<file path="src/rtl/fibonacci_seq.sv">
// Fibonacci sequence generator with programmable seeds and term index.
// Final mode emits only F(n); stream mode emits F(0)..F(n) over a valid/ready port.
module fibonacci_seq #(
  parameter int WIDTH     = 8,
  parameter int IDX_WIDTH = 8
) (
  input  logic                 clock,
  input  logic                 reset,
  input  logic                 start,
  input  logic                 mode,
  input  logic [IDX_WIDTH-1:0] n,
  input  logic [WIDTH-1:0]     seed0,
  input  logic [WIDTH-1:0]     seed1,
  output logic                 busy,
  output logic                 out_valid,
  input  logic                 out_ready,
  output logic [WIDTH-1:0]     fib_out,
  output logic                 out_last,
  output logic                 overflow,
  output logic                 done,
  output logic [1:0]           state_dbg
);

  typedef enum logic [1:0] {
    S_IDLE = 2'd0,
    S_RUN  = 2'd1,
    S_EMIT = 2'd2
  } state_t;

  state_t                 state_q, state_d;
  logic [WIDTH-1:0]       a_q, a_d;
  logic [WIDTH-1:0]       b_q, b_d;
  logic [IDX_WIDTH-1:0]   k_q, k_d;
  logic [IDX_WIDTH-1:0]   n_q, n_d;
  logic                   ovf_q, ovf_d;
  logic                   done_q, done_d;

  logic [WIDTH:0]         sum_w;
  logic [IDX_WIDTH:0]     next_idx_w;
  logic                   last_w;
  logic                   step_ovf_w;

  assign sum_w      = {1'b0, a_q} + {1'b0, b_q};
  assign next_idx_w = {1'b0, k_q} + (IDX_WIDTH+1)'(2);
  assign last_w     = (k_q == n_q);
  // A wrap only counts when the term being produced is still within F(0)..F(n).
  assign step_ovf_w = sum_w[WIDTH] && (next_idx_w <= {1'b0, n_q});

  // Handshake: a term transfers on a rising edge where out_valid && out_ready;
  // while out_valid is high and out_ready low, fib_out/out_last/overflow hold.
  always_comb begin
    state_d = state_q;
    a_d     = a_q;
    b_d     = b_q;
    k_d     = k_q;
    n_d     = n_q;
    ovf_d   = ovf_q;
    done_d  = 1'b0;
    case (state_q)
      S_IDLE: begin
        if (start) begin
          n_d     = n;
          a_d     = seed0;
          b_d     = seed1;
          k_d     = '0;
          ovf_d   = 1'b0;
          state_d = mode ? S_EMIT : S_RUN;
        end
      end
      S_RUN: begin
        if (last_w) begin
          state_d = S_EMIT;
        end else begin
          a_d   = b_q;
          b_d   = sum_w[WIDTH-1:0];
          k_d   = k_q + IDX_WIDTH'(1);
          ovf_d = ovf_q | step_ovf_w;
        end
      end
      S_EMIT: begin
        if (out_ready) begin
          if (last_w) begin
            state_d = S_IDLE;
            done_d  = 1'b1;
          end else begin
            a_d   = b_q;
            b_d   = sum_w[WIDTH-1:0];
            k_d   = k_q + IDX_WIDTH'(1);
            ovf_d = ovf_q | step_ovf_w;
          end
        end
      end
      default: state_d = S_IDLE;
    endcase
  end

  always_ff @(posedge clock) begin
    if (reset) begin
      state_q <= S_IDLE;
      a_q     <= '0;
      b_q     <= '0;
      k_q     <= '0;
      n_q     <= '0;
      ovf_q   <= 1'b0;
      done_q  <= 1'b0;
    end else begin
      state_q <= state_d;
      a_q     <= a_d;
      b_q     <= b_d;
      k_q     <= k_d;
      n_q     <= n_d;
      ovf_q   <= ovf_d;
      done_q  <= done_d;
    end
  end

  assign busy      = (state_q != S_IDLE);
  assign out_valid = (state_q == S_EMIT);
  assign fib_out   = out_valid ? a_q : '0;
  assign out_last  = out_valid && last_w;
  assign overflow  = ovf_q;
  assign done      = done_q;
  assign state_dbg = state_q;

endmodule
</file>
<file path="config.mk">
export PLATFORM = sky130hd
export DESIGN_NAME = fibonacci_seq
export DESIGN_NICKNAME = d
export VERILOG_FILES = /design/src/rtl/fibonacci_seq.sv
export SDC_FILE = /design/constraint.sdc
export NUM_CORES = 1
export LEC_CHECK = 0
export BUFFER_PORTS_ARGS = -buffer_cell sky130_fd_sc_hd__buf_4
export CAP_MARGIN = 20
export CORE_MARGIN = 5
export CORE_UTILIZATION = 25
export DETAILED_ROUTE_END_ITERATION = 10
export PLACE_DENSITY = 0.5
export SYNTH_ARGS = -nofsm -noshare
export SYNTH_HDL_FRONTEND = slang
export SYNTH_SLANG_ARGS = --single-unit
</file>
<file path="constraint.sdc">
create_clock -name clock -period 2.96 [get_ports clock]
set_input_delay 0.74 -clock clock [delete_from_list [all_inputs] [get_ports clock]]
set_output_delay 0.74 -clock clock [all_outputs]
set_load 0.1 [all_outputs]
</file>
# Word level (Yosys, flattened, before mapping)
# Index checks and enable logic that the tools add are counted.
[classes]
n_addsub = 3
magnitude_cmp = 1
n_eq_ne = 7
muxes = 24
n_bitwise = 3
n_reduce_logical = 9
[ops]
columns = ["operator", "n"]
rows = [
  ["$mux W8", 10],
  ["$pmux W8 S3", 3],
  ["$mux W2", 5],
  ["$add A8 B2 Y9 const B", 1],
  ["$add A8 B8 Y9", 1],
  ["$le A9 B8 Y1", 1],
  ["$add A8 B1 Y8 const B", 1],
  ["$eq A8 B8 Y1", 1],
  ["$pmux W2 S3", 1],
  ["$mux W1", 4],
  ["$ne A2 B1 Y1 const B", 2],
  ["$ne A2 B2 Y1 const B", 2],
  ["$reduce_and A4 Y1", 1],
  ["$pmux W1 S3", 1],
  ["$reduce_and A3 Y1", 1],
  ["$reduce_bool A3 Y1", 1],
  ["$reduce_or A3 Y1", 1],
  ["$eq A2 B1 Y1 const B", 1],
  ["$eq A2 B2 Y1 const B", 1],
  ["$logic_and A1 B1 Y1", 2],
  ["$logic_not A2 Y1", 1],
  ["$not A1 Y1", 2],
  ["$reduce_and A2 Y1", 1],
  ["$reduce_bool A2 Y1", 1],
  ["$or A1 B1 Y1", 1],
]
[word_totals]
register_bits = 36
in_bits = 29
output_inout_bits = 15
wordCells = 54

# Depth between registers and ports, before layout
[logic_depth]
word_depth = 7
depth_mapped = 10
depth_no_buf = 10

# Least setup slack after synthesis
# OpenSTA, ideal clock, no wires.
[synth_path]
path_kind = "reg-to-output"
start = "reg state_q[1] (netlist: state_dbg[1])"
end = "out out_last"
arrival_ns = 5.420
t_required_ns = 2.220
setup_slack_ns = -3.200
path_stages_with_launch = 4
path_buffers = 1
path_cell_list = "dfxtp_1 -> ha_1 -> clkbuf_1 -> nor4b_1"
[synth_between]
elab_chain_cells = 2
[synth_lines]
columns = ["element", "line", "text"]
rows = [
  ["start: declaration", "30", "state_t state_q, state_d;"],
  ["start signal: assignment", "107", "state_q <= state_d;"],
  ["$eq A2 B2 Y1", "118", "assign out_valid = (state_q == S_EMIT);"],
  ["net out_valid", "15", "output logic out_valid,"],
  ["$logic_and A1 B1 Y1", "120", "assign out_last = out_valid && last_w;"],
  ["end: declaration", "18", "output logic out_last,"],
]
# The timed path passes the listed nets, and every way through them passes these cells.

# Worst setup path in the final report
[layout_path]
start = "reg k_q[1]"
end = "out out_last"
[layout_between]
elab_chain_cells = 2
[layout_lines]
columns = ["element", "line", "text"]
rows = [
  ["start: declaration", "33", "logic [IDX_WIDTH-1:0] k_q, k_d;"],
  ["start signal: assignment", "110", "k_q <= k_d;"],
  ["$eq A8 B8 Y1", "45", "assign last_w = (k_q == n_q);"],
  ["$logic_and A1 B1 Y1", "120", ""],
]
# Every way passes these cells.

==> impl_metrics.ini <==
[cts]
clock_latency_ps = 290
htree_levels = 2
cts_setup_buffers = 0
clkSinkCount = 36
cts_buffer_depth = 2
postCtsHoldBufs = 0
numCtsBuffers = 5
cts_tree = yes
clk_transition_reported_paths_ps = 80
cts-root-buf = clkbuf_8
cts_resized = 0

[sta]
max_freq_ghz = 0.355
timing.slew.headroom_pct = 64.9
period_share_pct = 95.1
worst_slew_pin_slew_ps = 524
maxSlewViolCount = 0
rsz0062_at_grt = false
hold_violations = 0
finalSetupTns_ps = 0
setup_violations = 0
finClkSkew_ps = 4.91
layout_min_cycle_time_ps = 2820

[global_routing]
grt_usage_pct = 10.9
gr-usage-met3_pct = 2.63
grt-busiest-layer = met2
grt_start_max_net_pins = 45
overflow = 0
use_met1_pct = 13.6
grt_pass1_wl_um = 10200
use_met2_pct = 18.7
first_global_vias = 2110
antenna_found_initial = 0

[worst_setup_path]
cpPeakStageDelay_ps = 400
reg2reg_from = k_q[2]
reg2reg_depth = 10
required_ps = 2220
critPathLaunchType = flop
r2r-end = overflow
crit_start = k_q[1]
crit_path_cell_trace = inv_1 > ha_1 > nor2b_1 > nand4_1 > nor4b_4 > buf_4
cp_max_fo = 5
cp.depth = 6
crit_type = reg2out
crit_path_end_kind = output port
arrival_ps = 2080
path_buf_inv = 2
reg2reg_slack_ps = 560
critPathTopFamily = simple AND/OR/NAND/NOR gates
cpMaxStageDelayCell = dfxtp_1

[drt]
routed_wl_um = 6130
vias = 2153
postRouteAntennaNets = 0
vias_per_cell = 4.65
drc = 0
routedWlPerCell_um = 13.2
drt_pass1_iterations = 6
drt_iter0_markers = 64

[final_layout]
most-common-layout-cells = buf_4, dfxtp_1, nand2_1
post-route-util_pct = 31.0
fillers = 1083
fin_nets = 381
final_common_cell = buf_4
area_growth_pct = 23.0
drive_gt1_share_pct = 19.7
diodes = 0

[synth]
yosys.area.top_type = dfxtp_1
yosysUniqueCellTypes = 45
synth_area_per_cell_um2 = 8.37
synth.area.mux_share_pct = 6.70
yosysSeqAreaShare_pct = 29.7
ys_ff_latch = 36
synth_compound_area_share_pct = 19.8
yosys.area_share.simple_pct = 20.2
synthAdderAreaFrac_pct = 11.6
synth_area_leaders = dfxtp_1, ha_1, mux2i_1
synth_cells = 290
synth_xor_xnor_area_share_pct = 5.36
synth-main-ff-cell = dfxtp_1
async_flop_share_pct = 0
yosysWarnings = 0
synth_top_area_share_pct = 29.7
synthesis.area_um2 = 2430
synth_edf_count = 0
synth_fp_nets = 341
synth_top_family_by_area = simple AND/OR/NAND/NOR gates

[min_path]
hold_class = reg2reg
holdPathEnd = n_q[0]
whs_path_depth = 2
holdCritStartpoint = n_q[0]

[placement]
hpwl_um = 4620
portBuffers = 43
globalplace.congestion = 0.846

[outcome]
run_status = completed

[die]
start_util_pct = 25.2
boundaryPins = 44
dieArea_um2 = 11800
core_um2 = 9640
fp.dieW_um = 109
rows = 36
die_y_um = 109

[pwr]
power_density_nw_per_um2 = 937
ir_drop_mv = 0.356
leakagePower_nw = 1.29

[run]
drv_cap = 0
cell families after synthesis:
logic type,after synthesis
fa+ha+maj,22
flops,36
simple gates,97
compound gates,72
mux,16
xor+xnor,14
buf+inv,33
report_power, final:
part	internal, mW	switching (mW)	total [mW]
clock network	0.208	0.185	0.393
registers	0.610	0.0915	0.701
logic	0.590	1.11	1.70
total	1.41	1.39	2.80
layout make-up:
| cell class | count | area [µm²] | area share, % |
|---|---|---|---|
| multi-input combinational | 221 | 1580 | 52.7 |
| sequential | 36 | 728 | 24.4 |
| timing repair buffer | 46 | 345 | 11.6 |
| tap | 133 | 166 | 5.57 |
| clock buffer | 7 | 96.3 | 3.23 |
| inverter | 20 | 75.1 | 2.51 |
through the flow:
stage	total power, mW	instance area, µm²	setup WS [ps]	cells	hold WS (ps)
6_report	2.80	2990	145	463	467
5_1_grt	3.02	2990	59.7	463	491
4_1_cts	2.83	2990	115	463	474
3_5_place_dp	2.43	2890	441	456	462
3_3_place_gp	2.41	2890	467	456	451
2_1_floorplan	2.16	2470	1.82	290	436
tightest hold or removal path: cells and delay by family (launching register included):
| kind | cells | cell delay, ps |
|---|---|---|
| AOI/OAI and AO/OA | 1 | 50 |
| DFF | 1 | 320 |
| and+or+nand+nor | 1 | 50 |
how the worst max path moves through the flow:
stage | to | slack [ps]
global placement | out_last | 470
global route | out_last | 60
CTS | out_last | 110
floorplan | out_last | 2
finish | out_last | 140
detailed placement | out_last | 440
state kept, by name (all words and copies together), names as in the netlist:
signal and cells:
overflow 1, n_q 8, k_q 8, done 1, b_q 8, state_dbg 2, a_q 8
layer usage:
metal / wire [µm] / part of all wire [%]
met1: 2930 / 48
met2: 2850 / 46
met3: 301 / 4.9
met4: 49 / 0.80
met5: 0 / 0
cell usage after synthesis (10+ instances only):
cell and number:
dfxtp_1 36, nand2_1 30, a21oi_1 23, nor2_1 22
ha_1 21, inv_1 20, a211oi_1 14, mux2i_1 14
o21ai_0 10
No activity file was read; power rests on OpenSTA's default activity.
